**config.mk**
```make
export PLATFORM = sky130hd
export DESIGN_NAME = count_seq_ctrl
export DESIGN_NICKNAME = d
export VERILOG_FILES = /design/src/rtl/count_seq_ctrl_pkg.sv /design/src/rtl/count_tick_gen.sv /design/src/rtl/count_seq_ctrl.sv
export SDC_FILE = /design/constraint.sdc
export NUM_CORES = 1
export LEC_CHECK = 0
export ABC_AREA = 1
export ABC_CLOCK_PERIOD_IN_PS = 2300
export CAP_MARGIN = 25
export CORE_AREA = 2 2 63 65
export DETAILED_ROUTE_END_ITERATION = 10
export DIE_AREA = 0 0 65 67
export HOLD_SLACK_MARGIN = 0.02
export PLACE_DENSITY = 0.83
export SETUP_SLACK_MARGIN = 0.15
export SLEW_MARGIN = 25
export SYNTH_ARGS = -nofsm -noshare
export SYNTH_HDL_FRONTEND = slang
export SYNTH_SLANG_ARGS = --single-unit
```
**constraint.sdc**
```tcl
create_clock -name clk -period 2.3 [get_ports clk]
set_input_delay 0.46 -clock clk [delete_from_list [all_inputs] [get_ports clk]]
set_output_delay 0.46 -clock clk [all_outputs]
set_load 0.02 [all_outputs]
```
**src/rtl/count_seq_ctrl_pkg.sv**
```systemverilog
// Shared definitions for the command-driven event counter controller:
// opcode values, FSM state encoding and default widths.
package count_seq_ctrl_pkg;

  localparam int unsigned WIDTH_DEF = 8;
  localparam int unsigned PRE_W_DEF = 4;
  localparam int unsigned OP_W      = 3;
  localparam int unsigned STATE_W   = 3;

  localparam logic [OP_W-1:0] OP_NOP      = 3'd0;
  localparam logic [OP_W-1:0] OP_LD_START = 3'd1;
  localparam logic [OP_W-1:0] OP_LD_LIMIT = 3'd2;
  localparam logic [OP_W-1:0] OP_LD_PRE   = 3'd3;
  localparam logic [OP_W-1:0] OP_START    = 3'd4;
  localparam logic [OP_W-1:0] OP_STOP     = 3'd5;
  localparam logic [OP_W-1:0] OP_CLEAR    = 3'd6;

  typedef enum logic [STATE_W-1:0] {
    ST_IDLE = 3'd0,
    ST_LOAD = 3'd1,
    ST_RUN  = 3'd2,
    ST_HOLD = 3'd3,
    ST_DONE = 3'd4
  } state_e;

endpackage

```
**src/rtl/count_tick_gen.sv**
```systemverilog
// Clock prescaler: pre_cnt advances while enabled and a tick fires when it
// reaches the programmed prescale value.
module count_tick_gen
  import count_seq_ctrl_pkg::*;
#(
  parameter int unsigned PRE_W = PRE_W_DEF
) (
  input  logic             clk,
  input  logic             rst_n,
  input  logic             enable_i,
  input  logic             clear_i,
  input  logic [PRE_W-1:0] pre_reg_i,
  output logic             tick_c
);

  logic [PRE_W-1:0] pre_cnt_q, pre_cnt_d;

  assign tick_c = enable_i && (pre_cnt_q == pre_reg_i);

  // clear has priority so a CLEAR landing on a running cycle still zeroes
  always_comb begin
    pre_cnt_d = pre_cnt_q;
    if (clear_i) begin
      pre_cnt_d = '0;
    end else if (enable_i) begin
      pre_cnt_d = tick_c ? '0 : pre_cnt_q + PRE_W'(1);
    end
  end

  always_ff @(posedge clk or negedge rst_n) begin
    if (!rst_n) pre_cnt_q <= '0;
    else        pre_cnt_q <= pre_cnt_d;
  end

endmodule

```
**src/rtl/count_seq_ctrl.sv**
```systemverilog
// Event counter sequencer: command decode, config registers, count register
// and the IDLE/LOAD/RUN/HOLD/DONE state machine.
module count_seq_ctrl
  import count_seq_ctrl_pkg::*;
#(
  parameter int unsigned WIDTH = WIDTH_DEF,
  parameter int unsigned PRE_W = PRE_W_DEF
) (
  input  logic               clk,
  input  logic               rst_n,
  input  logic               cmd_valid,
  output logic               cmd_ready,
  input  logic [OP_W-1:0]    cmd_op,
  input  logic [WIDTH-1:0]   cmd_data,
  output logic [WIDTH-1:0]   count,
  output logic               busy,
  output logic               done,
  output logic [STATE_W-1:0] state
);

  state_e           state_q, state_d;
  logic [WIDTH-1:0] count_q, count_d;
  logic [WIDTH-1:0] start_q, start_d;
  logic [WIDTH-1:0] limit_q, limit_d;
  logic [PRE_W-1:0] pre_q, pre_d;
  logic             auto_q, auto_d;
  logic             done_q, done_d;
  logic             busy_q, busy_d;
  logic             ready_q, ready_d;
  logic             cmd_acc;
  logic             tick_en;
  logic             tick_clr;
  logic             tick;

  assign cmd_acc = cmd_valid && ready_q;
  assign tick_en = (state_q == ST_RUN);

  count_tick_gen #(.PRE_W(PRE_W)) u_tick (
    .clk      (clk),
    .rst_n    (rst_n),
    .enable_i (tick_en),
    .clear_i  (tick_clr),
    .pre_reg_i(pre_q),
    .tick_c   (tick)
  );

  always_comb begin
    state_d  = state_q;
    count_d  = count_q;
    start_d  = start_q;
    limit_d  = limit_q;
    pre_d    = pre_q;
    auto_d   = auto_q;
    done_d   = 1'b0;
    tick_clr = 1'b0;

    // config loads write registers only; the FSM picks them up later
    if (cmd_acc) begin
      case (cmd_op)
        OP_LD_START: start_d = cmd_data;
        OP_LD_LIMIT: limit_d = cmd_data;
        OP_LD_PRE:   pre_d   = cmd_data[PRE_W-1:0];
        default:     ;
      endcase
    end

    case (state_q)
      ST_IDLE, ST_DONE: begin
        if (cmd_acc && cmd_op == OP_START) begin
          auto_d  = cmd_data[0];
          state_d = ST_LOAD;
        end
      end
      ST_LOAD: begin
        count_d  = start_q;
        tick_clr = 1'b1;
        state_d  = ST_RUN;
      end
      ST_RUN: begin
        if (tick) begin
          if (count_q != limit_q) begin
            count_d = count_q + WIDTH'(1);
          end else begin
            done_d = 1'b1;
            if (auto_q) count_d = start_q;
            else        state_d = ST_DONE;
          end
        end
        // a one-shot terminal tick already chose DONE, which beats STOP
        if (cmd_acc && cmd_op == OP_STOP && state_d == ST_RUN) begin
          state_d = ST_HOLD;
        end
      end
      ST_HOLD: begin
        if (cmd_acc && cmd_op == OP_START) state_d = ST_RUN;
      end
      default: state_d = ST_IDLE;
    endcase

    if (cmd_acc && cmd_op == OP_CLEAR) begin
      state_d  = ST_IDLE;
      count_d  = '0;
      done_d   = 1'b0;
      tick_clr = 1'b1;
    end

    busy_d  = (state_d == ST_LOAD) || (state_d == ST_RUN);
    ready_d = (state_d != ST_LOAD);
  end

  always_ff @(posedge clk or negedge rst_n) begin
    if (!rst_n) begin
      state_q <= ST_IDLE;
      count_q <= '0;
      start_q <= '0;
      limit_q <= '0;
      pre_q   <= '0;
      auto_q  <= 1'b0;
      done_q  <= 1'b0;
      busy_q  <= 1'b0;
      ready_q <= 1'b1;
    end else begin
      state_q <= state_d;
      count_q <= count_d;
      start_q <= start_d;
      limit_q <= limit_d;
      pre_q   <= pre_d;
      auto_q  <= auto_d;
      done_q  <= done_d;
      busy_q  <= busy_d;
      ready_q <= ready_d;
    end
  end

  assign count     = count_q;
  assign busy      = busy_q;
  assign done      = done_q;
  assign state     = state_q;
  assign cmd_ready = ready_q;

endmodule

```
==> impl_results.md <==
* Required time worst endpoint at 1.84 ns
* Pre-CTS WS at 0.185 ns
* Synthesized Nets at 285
* CTS Hold Bufs at 0
* Post-synth ARST share at 100%
* Tot Pwr at 0.00202 W
* Post CTS Setup Buffer Count at 0
* Synth cell count leaders: nand2_1, dfrtp_1, inv_1
* Cell taking the most area after synthesis: dfrtp_1
* # DRC at 0
* Most used DFF post-synth: dfrtp_1
* WS Path Type: reg -> out
* Fin Hold WS at 0.265 ns
* Setup Skew at 0.00699 ns
* DP HPWL at 3180 um
* Slew @ Worst Pin at 0.843 ns
* Core area at 3610 um2
* GP Congestion at 0.836
* Avg WL per Cell at 12.4 um
* Min cycle time layout at 1.90 ns
* Share of layout cells above drive strength 1 at 13.1%
* Area grow syn2layout at 21.8%
* Drt pass-1 iters at 4
* Startpoint type of the worst setup path: flip-flop
* Clock latency on the worst-skew pair at 0.30 ns
* Metal-1 WL at 2060 um
* Height of the die at 67 um
* Pwr Density at 788 nW/um2
* Final Cycle Share at 82.6%
* Root Buffer: clkbuf_8
* Nets at 320
* Max stage delay on crit path at 0.60 ns
* Fillers at 275
* Vias in the first global route at 1,638
* Diode count at 0
* Fin area at 2560 um2
* RSZ-0062 raised after global routing: false
* Final worst slack at 0.401 ns
* Crit end category: output port
* Cell count after synthesis at 269
* Post-synth cell types at 31
* Max Cap Viol at 0
* Initial antenna violation count at 0
* Die area at 4360 um2
* Initial core utilization at 58.3%
* Crit-path max FO at 3
* Post-synth top area share at 45.2%
* Starting DRC count in detailed routing at 128
* Final hold vios at 0
* Mean post-synth cell area at 7.82 um2
* Most frequent cell after synthesis: nand2_1
* Final setup fails at 0
* Storage cell area at 977 um2
* CTS tree: done
* TNS Setup at 0 ns
* Routed wire length at 4380 um
* Crit path buf inv count at 1
* Met3 WL at 205 um
* Gr ovfl total at 0
* Crit path arrival time at 1.44 ns
* Top area cells in the synthesized netlist: dfrtp_1, nand2_1, o21ai_0
* Ys Warns at 0
* Cts repair resizes at 0
* # rows at 22
* Worst slew margin at 43.8%
* CTS H-tree depth at 2
* # port buffers at 27
* Slowest-stage cell, CP: clkdlybuf4s50_1
* First-pass GRT wire length at 7420 um
* Sequential area share after synthesis at 46.5%
* Seq cells post-synth at 39
* Antenna Nets Post-Route at 0
* EDFF count, synth at 0
* Status: finished, final reports clean
* Met2 routed WL at 2070 um
* Number of buffers created by CTS at 5
* Highest metal used: met4
* CTS sink cnt at 39
* Leak pwr at 1.23 nW
* GRT Util Overall at 22.8%
* Cell area after placement at 2440 um2
* Fin. max-slew vios at 0
* Vias at 1,754
* Area of the multi-input gates at 938 um2
* Cell family with most CP delay: buffers and inverters
* Maximum clock rate at 0.527 GHz
* Vias per cell at 4.97
* Die X at 65 um
* Worst path cell trace: clkdlybuf4s50_1
* Clock buffer depth at 2
* Largest net degree at the start of global routing at 40
* Hold WC Path Type: in -> async
* Peak VDD IR at 0.000405 V
* I/O pin cnt at 28
* Post-synthesis cell area at 2100 um2
* Clock slew at reported path FFs at 0.07 ns
==> placed cells by master, fill, tap and decap left out, drive strengths merged <==
cell	count
nand2	86
xor2	6
o22ai	2
ha	2
clkdlybuf4s50	26
xnor2	2
clkinv	1
a21boi	1
nor2b	1
nor4	1
inv	48
dfrtp	38
nand3	15
clkbuf	6
or2	1
nor2	11
o21ai	41
bufinv	1
dfstp	1
nand4	2
nor3	6
buf	4
o31ai	1
a21oi	2
==> logic make-up (layout without fill, tap and decap cells) <==
| group | Yosys count | after routing | synth area share, % |
|---|---|---|---|
| AOI/OAI and AO/OA | 47 | 47 | 12.9 |
| xor gates and xnor gates | 8 | 8 | 3.33 |
| buffers and inverters | 50 | 86 | 8.92 |
| DFF | 39 | 39 | 46.5 |
| and+or+nand+nor | 123 | 123 | 27.2 |
| adders and majority gates | 2 | 2 | 1.19 |
==> sequential cells by signal, summed over array words and instances, names as in the netlist <==
name,count
u_tick.pre_cnt_q,4
start_q,8
count,8
cmd_ready,1
busy,1
done,1
limit_q,8
state,3
auto_q,1
pre_q,4
==> where the power goes <==
part	total (W)	leakage, nW	internal (W)	switching, W
sequential	0.000912	0.503	0.000794	0.000118
combinational	0.000513	0.663	0.000227	0.000287
clock	0.000593	0.0612	0.000351	0.000242
total	0.00202	1.23	0.00137	0.000647
==> routing by layer <==
metal	global-route usage (%)	vias to the layer above
met1	30.1	798
li1	-	912
met3	4.73	4
met5	0	-
met2	37.1	40
met4	8.51	0
==> stage by stage <==
step / utilization, % / std cells
after floorplan: - / 269
after global placement: 67.8 / 345
after detailed placement: 67.8 / 345
after CTS: 71.0 / 353
after global routing: 71.0 / 353
final: 71.0 / 353
==> worst reg2reg max path, stage by stage, from the launching register on <==
cell,delay [ns]
dfstp_2,0.55
nand3_1,0.17
nor3_4,0.23
inv_2,0.11
nand3_2,0.15
nand3_2,0.19
nand2_1,0.13
o21ai_2,0.05
==> area by class of cell <==
| cell class | instances | share of cell area [%] |
|---|---|---|
| Clock inverter | 2 | 1.37 |
| Multi-Input combinational cell | 180 | 36.6 |
| Inverter | 48 | 7.03 |
| Clock buffer | 6 | 3.22 |
| Tap cell | 48 | 2.34 |
| Timing Repair Buffer | 30 | 11.2 |
| Sequential cell | 39 | 38.2 |
==> path summary, 6_finish.rpt <==
path                                  from    endpoint  slack [ns]  depth (start not counted)
max in group asynchronous            rst_n  limit_q[4]        1.50                          1
worst max-delay path             cmd_ready   cmd_ready        0.40                          1
min in group clk                start_q[5]  start_q[5]        0.50                          2
worst min-delay path                 rst_n    state[1]        0.27                          1
worst max register to register   cmd_ready    count[4]        0.60                          7
worst min register to register  start_q[5]  start_q[5]        0.50                          2
Power figures use the tool's default switching activity.
